$ cat config.mk
export PLATFORM = sky130hd
export DESIGN_NAME = if_prefetch
export DESIGN_NICKNAME = d
export VERILOG_FILES = /design/src/rtl/if_pkg.sv /design/src/rtl/if_fifo.sv /design/src/rtl/if_prefetch.sv
export SDC_FILE = /design/constraint.sdc
export NUM_CORES = 1
export LEC_CHECK = 0
export CORE_ASPECT_RATIO = 1.75
export CORE_MARGIN = 2
export CORE_UTILIZATION = 63
export CTS_CLUSTER_SIZE = 20
export DETAILED_ROUTE_END_ITERATION = 16
export DONT_BUFFER_PORTS = 1
export PLACE_DENSITY_LB_ADDON = 0.2
export SLEW_MARGIN = 20
export SYNTH_ARGS = -nofsm -noshare
export SYNTH_HDL_FRONTEND = slang
export SYNTH_SLANG_ARGS = --single-unit
$ cat constraint.sdc
create_clock -name clk -period 4.1 [get_ports clk]
set_input_delay 0.82 -clock clk [delete_from_list [all_inputs] [get_ports clk]]
set_output_delay 0.82 -clock clk [all_outputs]
set_load 0.02 [all_outputs]
$ cat src/rtl/if_pkg.sv
// rtl/if_pkg.sv - shared constants and queue entry layout for the instruction prefetch block
package if_pkg;

    localparam logic [31:0] IF_RESET_PC = 32'hbfc0_0000;
    localparam logic [31:0] IF_EXC_PC   = 32'hbfc0_0380;
    localparam logic [31:0] IF_NOP      = 32'h0000_0000;

    // Queue entry at the default 32-bit width; the FIFO stores the same fields packed in this order
    typedef struct packed {
        logic [31:0] pc;
        logic [31:0] instr;
        logic        adel;
    } if_entry_t;

endpackage

$ cat src/rtl/if_fifo.sv
// rtl/if_fifo.sv - synchronous DEPTH-entry queue with flush and same-cycle push/pop
module if_fifo #(
    parameter int DW    = 64,
    parameter int DEPTH = 4,
    localparam int AW   = $clog2(DEPTH),
    localparam int CW   = AW + 1
) (
    input  logic          clk,
    input  logic          rst,
    input  logic          flush,
    input  logic          push,
    input  logic [DW-1:0] push_data,
    input  logic          pop,
    output logic          head_valid,
    output logic [DW-1:0] head_data,
    output logic [CW-1:0] count
);

    logic [DW-1:0] mem [DEPTH];
    logic [AW-1:0] rd_ptr;
    logic [AW-1:0] wr_ptr;
    logic [CW-1:0] cnt;
    logic          do_pop;

    assign do_pop     = pop && (cnt != '0);
    assign head_valid = (cnt != '0);
    assign head_data  = mem[rd_ptr];
    assign count      = cnt;

    always_ff @(posedge clk) begin
        if (push) begin
            mem[wr_ptr] <= push_data;
        end
    end

    // Flush wins over a same-cycle push: the entry belongs to the abandoned stream
    always_ff @(posedge clk) begin
        if (rst || flush) begin
            rd_ptr <= '0;
            wr_ptr <= '0;
            cnt    <= '0;
        end else begin
            if (push) begin
                wr_ptr <= wr_ptr + AW'(1);
            end
            if (do_pop) begin
                rd_ptr <= rd_ptr + AW'(1);
            end
            case ({push, do_pop})
                2'b10:   cnt <= cnt + CW'(1);
                2'b01:   cnt <= cnt - CW'(1);
                default: cnt <= cnt;
            endcase
        end
    end

endmodule

$ cat src/rtl/if_prefetch.sv
// rtl/if_prefetch.sv - instruction fetch PC, request issue and response queue; IF_ADEL_CHECK_EN enables misaligned-PC faults
module if_prefetch
    import if_pkg::*;
#(
    parameter int               WIDTH    = 32,
    parameter int               DEPTH    = 4,
    parameter logic [WIDTH-1:0] RESET_PC = WIDTH'(IF_RESET_PC),
    parameter logic [WIDTH-1:0] EXC_PC   = WIDTH'(IF_EXC_PC)
) (
    input  logic             clk,
    input  logic             rst,
    input  logic             exc_req,
    input  logic             eret_req,
    input  logic [WIDTH-1:0] epc,
    input  logic             br_valid,
    input  logic [WIDTH-1:0] br_target,
    output logic             inst_req,
    output logic [WIDTH-1:0] inst_addr,
    input  logic             inst_addr_ok,
    input  logic [WIDTH-1:0] inst_rdata,
    input  logic             inst_data_ok,
    output logic             out_valid,
    input  logic             out_ready,
    output logic [WIDTH-1:0] out_pc,
    output logic [WIDTH-1:0] out_instr,
    output logic             out_adel
);

    localparam int AW = $clog2(DEPTH);
    localparam int CW = AW + 1;
`ifdef IF_ADEL_CHECK_EN
    localparam int EW = 2 * WIDTH + 1;
`else
    localparam int EW = 2 * WIDTH;
`endif

    logic [WIDTH-1:0] pc_q;
    logic [WIDTH-1:0] resp_pc;
    logic [CW-1:0]    outstanding;
    logic [CW-1:0]    outstanding_next;
    logic [CW-1:0]    drop_cnt;
    logic [CW-1:0]    occupancy;
    logic [CW:0]      inflight;
    logic             redirect;
    logic [WIDTH-1:0] redirect_pc;
    logic             fetch_hold;
    logic             accept;
    logic             dropping;
    logic             push;
    logic [EW-1:0]    push_data;
    logic             head_valid;
    logic [EW-1:0]    head_data;

    always_comb begin
        redirect_pc = br_target;
        if (exc_req) begin
            redirect_pc = EXC_PC;
        end else if (eret_req) begin
            redirect_pc = epc;
        end
    end

    assign redirect  = exc_req || eret_req || br_valid;
    assign inflight  = {1'b0, occupancy} + {1'b0, outstanding};
    assign inst_req  = !rst && !redirect && !fetch_hold && (inflight < (CW + 1)'(DEPTH));
    assign inst_addr = pc_q;
    assign accept    = inst_req && inst_addr_ok;
    assign dropping  = inst_data_ok && (drop_cnt != '0);

    assign outstanding_next = outstanding + CW'(accept) - CW'(inst_data_ok);

`ifdef IF_ADEL_CHECK_EN
    logic misaligned;
    logic adel_done;
    logic adel_push;

    // The fault entry waits for older responses so it lands behind them in program order
    assign misaligned = (pc_q[1:0] != 2'b00);
    assign adel_push  = misaligned && !adel_done && !redirect && !rst
                        && (outstanding == '0) && (occupancy < CW'(DEPTH));
    assign fetch_hold = misaligned;
    assign push       = (inst_data_ok && !dropping) || adel_push;
    assign push_data  = adel_push ? {pc_q, WIDTH'(IF_NOP), 1'b1}
                                  : {resp_pc, inst_rdata, 1'b0};
    assign out_pc     = head_data[EW-1 -: WIDTH];
    assign out_instr  = head_data[WIDTH:1];
    assign out_adel   = head_valid && head_data[0] && !rst;

    always_ff @(posedge clk) begin
        if (rst || redirect) begin
            adel_done <= 1'b0;
        end else if (adel_push) begin
            adel_done <= 1'b1;
        end
    end
`else
    assign fetch_hold = 1'b0;
    assign push       = inst_data_ok && !dropping;
    assign push_data  = {resp_pc, inst_rdata};
    assign out_pc     = head_data[EW-1 -: WIDTH];
    assign out_instr  = head_data[WIDTH-1:0];
    assign out_adel   = 1'b0;
`endif

    assign out_valid = head_valid && !rst;

    // resp_pc tracks the PC of the next kept response, so request PCs need no storage
    always_ff @(posedge clk) begin
        if (rst) begin
            pc_q        <= RESET_PC;
            resp_pc     <= RESET_PC;
            outstanding <= '0;
            drop_cnt    <= '0;
        end else begin
            outstanding <= outstanding_next;
            if (redirect) begin
                pc_q     <= redirect_pc;
                resp_pc  <= redirect_pc;
                drop_cnt <= outstanding_next;
            end else begin
                if (accept) begin
                    pc_q <= pc_q + WIDTH'(4);
                end
                if (dropping) begin
                    drop_cnt <= drop_cnt - CW'(1);
                end else if (inst_data_ok) begin
                    resp_pc <= resp_pc + WIDTH'(4);
                end
            end
        end
    end

    if_fifo #(
        .DW    (EW),
        .DEPTH (DEPTH)
    ) u_fifo (
        .clk        (clk),
        .rst        (rst),
        .flush      (redirect),
        .push       (push),
        .push_data  (push_data),
        .pop        (out_valid && out_ready),
        .head_valid (head_valid),
        .head_data  (head_data),
        .count      (occupancy)
    );

endmodule

==> results.ini, run 1 <==
[grt]
grt_start_max_net_pins = 57
antenna_found_initial = 0
track_usage = 0.311
overflow = 0
grt_pass1_wl_um = 54500
grt_pass1_vias = 8854

[min_path]
hold_path_class = primary input to flip-flop

[power_and_ir_drop]
p_comb_frac = 0.091
switching_share = 0.246
p_leak_nw = 4.98
peakVddDrop_mv = 0.301
p_int_mw = 5.42
seqPwrFrac = 0.545
power.share.clock = 0.363
total_power_mw = 7.19
power.switching_mw = 1.77
powerDensity_nw_per_um2 = 469

[layout]
area_growth_pct = 8.59
diodes = 0
drive_above_1_share = 0.167
fin_area_um2 = 15300
layout_commonest_cell = edfxtp_1
layout_common_cells = edfxtp_1 (256), dfxtp_1 (77), a21oi_1 (65)
nNetsFinal = 1061
fin_cells = 1260
fill_cells = 1408
fin_util = 0.695

[synth]
synth_area_leader_cell = edfxtp_1
synth_area_leaders = edfxtp_1 (54%), dfxtp_1 (11%), mux4_2 (10%)
synth_edf_count = 256
postSynthCellCount = 954
avgSynthCellArea_um2 = 14.8
synth.distinct_cells = 79
async_reset_ff_frac = 0
synth_fp_nets = 1073
synth_top_cell_area_share = 0.544
ys_seq_area_frac = 0.656
yosys_register_bits = 335
syn_area_um2 = 14100
yosys_warnings = 0
synth_top_flop_cell = edfxtp_1

[clocking]
clk_latency_ns = 0.55
numCtsBuffers = 28
tritoncts = built
clock_path_buffers = 3
clk_pin_slew_ns = 0.07
clock_sinks = 335
cts-root-buf = clkbuf_16
cts_resized = 0
cts_hold_buf = 0
h-tree-depth = 1
post_cts_buffers = 0

[route]
wl_um = 36000
vias = 8633
first_pass_iters = 5
drc = 0
avgRoutedWirePerCell_um = 28.6
drtIter0Drc = 1287
vias_per_cell = 6.85
final_antenna_net_count = 0

[timing]
fin_crit_sh = 0.748
fmax_mhz = 326
max-slew-margin-rel = 0.276
fin_setup_tns_ns = 0
slew_violations = 0
hold_viol_final = 0
rsz0062_at_grt = false
worstMarginPinSlew_ns = 1.08
holdWs_ns = 0.342
fin_skew_ns = 0.00869
period_needed_ns = 3.07
setup_slack_ns = 1.03
setup_violations = 0

[placement]
dpl_cell_area_um2 = 14500
pre_cts_ws_ns = 0.961
dpl.cell_count = 1208
port-buffer-count = 0
gp_congestion = 0.919
hpwl_um = 23200

[die]
rows = 72
die_w_um = 117
initial_core_util = 0.640
fp.dieH_um = 202
dieArea_um2 = 23700
top_level_ports = 203
core_region_area_um2 = 22100

[worst_setup_path]
worst-r2r-setup-slack_ns = 1.07
critical_path_class = flip-flop to output pin
r2r.worst_path.cells = 12
r2r-end = drop_cnt[2]
crit_path_end = out_pc[31]
critPathRequiredTime_ns = 3.28
reg2reg_from = outstanding[2]
end_kind = output pin
startpoint_type = flip-flop
cp_max_fo = 52
critPathArrivalTime_ns = 2.25

[outcome]
status = complete, no violations

[run]
drv_cap = 0

## critical path: stages, from the launching register on
cell and delay [ns]:
dfxtp_4 0.54, buf_12 0.37, mux4_2 0.68
## synthesized netlist by cell type, types with 3 or more instances
| master | count |
|---|---|
| a2bb2oi_1 | 3 |
| edfxtp_1 | 256 |
| or3_1 | 5 |
| xor2_1 | 12 |
| and4_1 | 8 |
| a21o_1 | 12 |
| nor4_1 | 3 |
| a31o_2 | 7 |
| inv_1 | 21 |
| nand4_1 | 32 |
| clkbuf_1 | 31 |
| nand3_1 | 23 |
| a211oi_1 | 8 |
| mux4_2 | 64 |
| nor2_1 | 49 |
| o22ai_1 | 11 |
| nor4_4 | 3 |
| nor3_1 | 35 |
| and3_1 | 14 |
| xnor2_1 | 7 |
| a21oi_1 | 65 |
| nand4b_1 | 3 |
| and2_1 | 5 |
| ha_1 | 13 |
| buf_2 | 21 |
| dfxtp_1 | 79 |
| a221oi_1 | 5 |
| o21a_1 | 4 |
| o31ai_1 | 3 |
| nand2_1 | 46 |
| o21ai_0 | 24 |
| mux2i_1 | 19 |
| nor2b_1 | 4 |
| mux2_2 | 3 |
| a22o_1 | 3 |
## power groups by stage
stage,clock network [mW],registers [mW],logic [mW]
2_1_floorplan,0,3.95,0.511
3_3_place_gp,0,3.97,0.623
3_5_place_dp,0,3.99,0.645
4_1_cts,2.64,3.92,0.655
5_1_grt,2.75,3.93,0.696
6_report,2.61,3.92,0.657
## state kept, by name, indices dropped and copies added (netlist names), named ones only
signal	cells
u_fifo.mem	256
inst_addr	32
resp_pc	32
drop_cnt	3
outstanding	3
u_fifo.count	3
u_fifo.rd_ptr	2
u_fifo.wr_ptr	2
## layer usage
layer,global-route usage,part of all wire,wire length [µm]
met5,0,0,0
met4,0.118,0.037,1340
met3,0.0444,0.077,2780
met2,0.547,0.54,19300
met1,0.382,0.35,12600
## cell type report
type | instances | area (µm²) | area share
Clock inverter | 15 | 114 | 0.00742
Sequential cell | 335 | 9270 | 0.605
Multi-Input combinational cell | 540 | 4550 | 0.297
Clock buffer | 37 | 776 | 0.0506
Timing Repair Buffer | 15 | 175 | 0.0114
Tap cell | 296 | 370 | 0.0241
Inverter | 22 | 82.6 | 0.00538
## worst min-delay path by stage
| stage | slack [ns] | to | depth (start not counted) | from |
|---|---|---|---|---|
| global route | 0.32 | inst_addr[9] | 1 | rst |
| detailed placement | 0.51 | flip-flop | 2 | u_fifo.rd_ptr[1] |
| finish | 0.34 | inst_addr[9] | 1 | rst |
| CTS | 0.32 | inst_addr[20] | 1 | rst |
| global placement | 0.48 | u_fifo.wr_ptr[1] | 2 | u_fifo.wr_ptr[1] |
| floorplan | 0.46 | u_fifo.mem[0][36] | 0 | resp_pc[4] |
## cell families after synthesis
group | synth area share
and+or+nand+nor | 0.0925
adders and majority gates | 0.0143
xor gates and xnor gates | 0.0118
DFF | 0.656
AOI/OAI and AO/OA | 0.0832
other | 0.000265
buffers and inverters | 0.0240
muxes | 0.118
Note: power is estimated with default switching activity, not from simulation.
==> run 2, diff against run 1 <==
==> constraint.sdc (replaced) <==
create_clock -name clk -period 3.14 [get_ports clk]
set_input_delay 0.628 -clock clk [delete_from_list [all_inputs] [get_ports clk]]
set_output_delay 0.628 -clock clk [all_outputs]
set_load 0.02 [all_outputs]
==> run 2 against run 1 <==
Effect of this change:
- clock-buffer cell count is 1 higher
- critical path type is now flip-flop to flip-flop
- sequential share of layout area is 1.1 points lower
- cell count is 1.9% higher
- clock skew up 0.0036 ns
- largest cell class unchanged
==> results.ini, run 2 (synthesis results as in run 1) <==
[layout]
layout_commonest_cell = edfxtp_1  ; unchanged
drive_above_1_share = 0.193  ; was 0.167
nNetsFinal = 1085  ; was 1061
area_growth_pct = 10.5  ; was 8.59%
fin_area_um2 = 15600  ; was 15300 µm²
layout_common_cells = edfxtp_1 (256), dfxtp_1 (77), a21oi_1 (65)  ; unchanged
top_register = u_fifo.mem  ; unchanged
largest_reg_flops = 256  ; unchanged
diodes = 0  ; unchanged

[clocking]
cts_resized = 0  ; unchanged
h-tree-depth = 1  ; unchanged
clk_pin_slew_ns = 0.07  ; about the same
clock_sinks = 335  ; unchanged
post_cts_buffers = 0  ; unchanged
numCtsBuffers = 29  ; was 28
clk_latency_ns = 0.54  ; was 0.55 ns
cts-root-buf = clkbuf_16  ; unchanged
cts_hold_buf = 0  ; unchanged
tritoncts = built  ; unchanged
clock_path_buffers = 3  ; unchanged

[power_and_ir_drop]
p_leak_nw = 5.15  ; was 4.98 nW
p_comb_frac = 0.092  ; was 0.091
seqPwrFrac = 0.527  ; was 0.545
switching_share = 0.242  ; was 0.246
p_int_mw = 7.35  ; was 5.42 mW
powerDensity_nw_per_um2 = 621  ; was 469 nW/µm²
power.switching_mw = 2.35  ; was 1.77 mW
peakVddDrop_mv = 0.427  ; was 0.301 mV
power.share.clock = 0.381  ; was 0.363

[timing]
holdWs_ns = 0.162  ; was 0.342 ns
worstMarginPinSlew_ns = 0.799  ; was 1.08 ns
hold_viol_final = 0  ; unchanged
fin_setup_tns_ns = 0  ; unchanged
setup_violations = 0  ; unchanged
fin_skew_ns = 0.0123  ; was 0.00869 ns
fin_crit_sh = 0.921
max-slew-margin-rel = 0.466  ; was 0.276
fmax_mhz = 346
period_needed_ns = 2.89
rsz0062_at_grt = false  ; unchanged
slew_violations = 0  ; unchanged
setup_slack_ns = 0.247  ; was 1.03 ns

[grt]
grt_start_max_net_pins = 65  ; was 57
grt_pass1_vias = 9194  ; was 8854
grt_pass1_wl_um = 56900  ; was 54500 µm
antenna_found_initial = 1  ; was 0
track_usage = 0.325  ; was 0.311
overflow = 0  ; unchanged

[die]
fp.dieH_um = 202  ; unchanged
die_w_um = 117  ; unchanged
top_level_ports = 203  ; unchanged
initial_core_util = 0.640  ; unchanged
rows = 72  ; unchanged
core_region_area_um2 = 22100  ; unchanged
dieArea_um2 = 23700  ; unchanged

[worst_setup_path]
worst_path_most_repeated_cell = ha_1
worstPathCellList = ha_1 -> or3_1 -> nor3_2 -> nand2_2 -> ha_1 -> inv_1 -> ha_2 -> fa_2 -> xnor2_2 -> xnor2_1 -> nor2_1 -> a22o_1  ; was buf_12 -> mux4_2
startpoint_type = flip-flop  ; unchanged
r2r-end = drop_cnt[2]  ; unchanged
critical_path_class = flip-flop to flip-flop  ; was flip-flop to output pin
worst-r2r-setup-slack_ns = 0.25  ; was 1.07 ns
r2r.worst_path.cells = 12  ; unchanged
end_kind = flip-flop  ; was output pin
cp_max_fo = 5  ; was 52
critical_path.slowest_cell = or3_1  ; was mux4_2
reg2reg_from = outstanding[2]  ; unchanged
path_buf_inv = 1  ; unchanged
critPathArrivalTime_ns = 3.33  ; was 2.25 ns
crit_path_max_incr_delay_ns = 0.45  ; was 0.68 ns
critical-path-top-delay-family = adder cells  ; was multiplexers
critPathRequiredTime_ns = 3.58  ; was 3.28 ns

[placement]
dpl_cell_area_um2 = 14600  ; was 14500 µm²
pre_cts_ws_ns = 0.252  ; was 0.961 ns
port-buffer-count = 0  ; unchanged
gp_congestion = 0.966  ; was 0.919
hpwl_um = 23800  ; was 23200 µm

[outcome]
status = complete, no violations  ; unchanged

[min_path]
hold_path_class = primary input to flip-flop  ; unchanged
worstHoldEndpoint = inst_addr[9]  ; unchanged
whs_path_depth = 1  ; unchanged
min_from = rst  ; unchanged

[route]
final_antenna_net_count = 0  ; unchanged
wl_um = 37400  ; was 36000 µm
first_pass_iters = 6  ; was 5
avgRoutedWirePerCell_um = 29.1  ; was 28.6 µm
vias_per_cell = 6.97  ; was 6.85
drtIter0Drc = 1187  ; was 1287
drc = 0  ; unchanged
vias = 8948  ; was 8633

[run]
drv_cap = 0  ; unchanged

[run 2: worst max-delay path by stage]
stage	to	slack (ns)	from	depth (start not counted)
final	drop_cnt[2]	0.25	outstanding[2]	12
after global placement	drop_cnt[2]	0.28	br_valid	11
after floorplan	drop_cnt[2]	0.007	eret_req	14
after CTS	out_instr[7]	0.22	flip-flop	2
after global routing	drop_cnt[2]	0.13	outstanding[2]	12
after detailed placement	drop_cnt[2]	0.25	outstanding[2]	12
[run 2: routing by layer]
layer	vias to the layer above	GRT usage	wire length, µm
met5	-	0	12
met4	2	0.149	1930
met3	124	0.0594	3060
met2	562	0.557	19700
met1	4472	0.394	12700
li1	3788	-	-
[run 2: layout make-up]
class	instances	area, µm²
Clock buffer	38	811
Fill cell	1362	6460
Multi-Input combinational cell	540	4560
Clock inverter	15	169
Inverter	22	82.6
Sequential cell	335	9270
Tap cell	296	370
Timing Repair Buffer	38	348
[run 2: power groups by stage]
stage                     logic, mW  registers (mW)  clock network, mW
after floorplan               0.676            5.16                  0
after global placement        0.857            5.16                  0
after detailed placement      0.879            5.19                  0
after CTS                     0.892            5.11               3.72
after global routing          0.953            5.13               3.88
final                         0.894            5.11               3.69
[run 2: stage by stage]
stage | std cells | power (mW) | utilization
6_report | 1284 | 9.70 | 0.707
5_1_grt | 1284 | 9.96 | 0.707
4_1_cts | 1284 | 9.72 | 0.707
3_5_place_dp | 1231 | 6.07 | 0.663
3_3_place_gp | 1231 | 6.02 | 0.663
2_1_floorplan | 954 | 5.84 | -
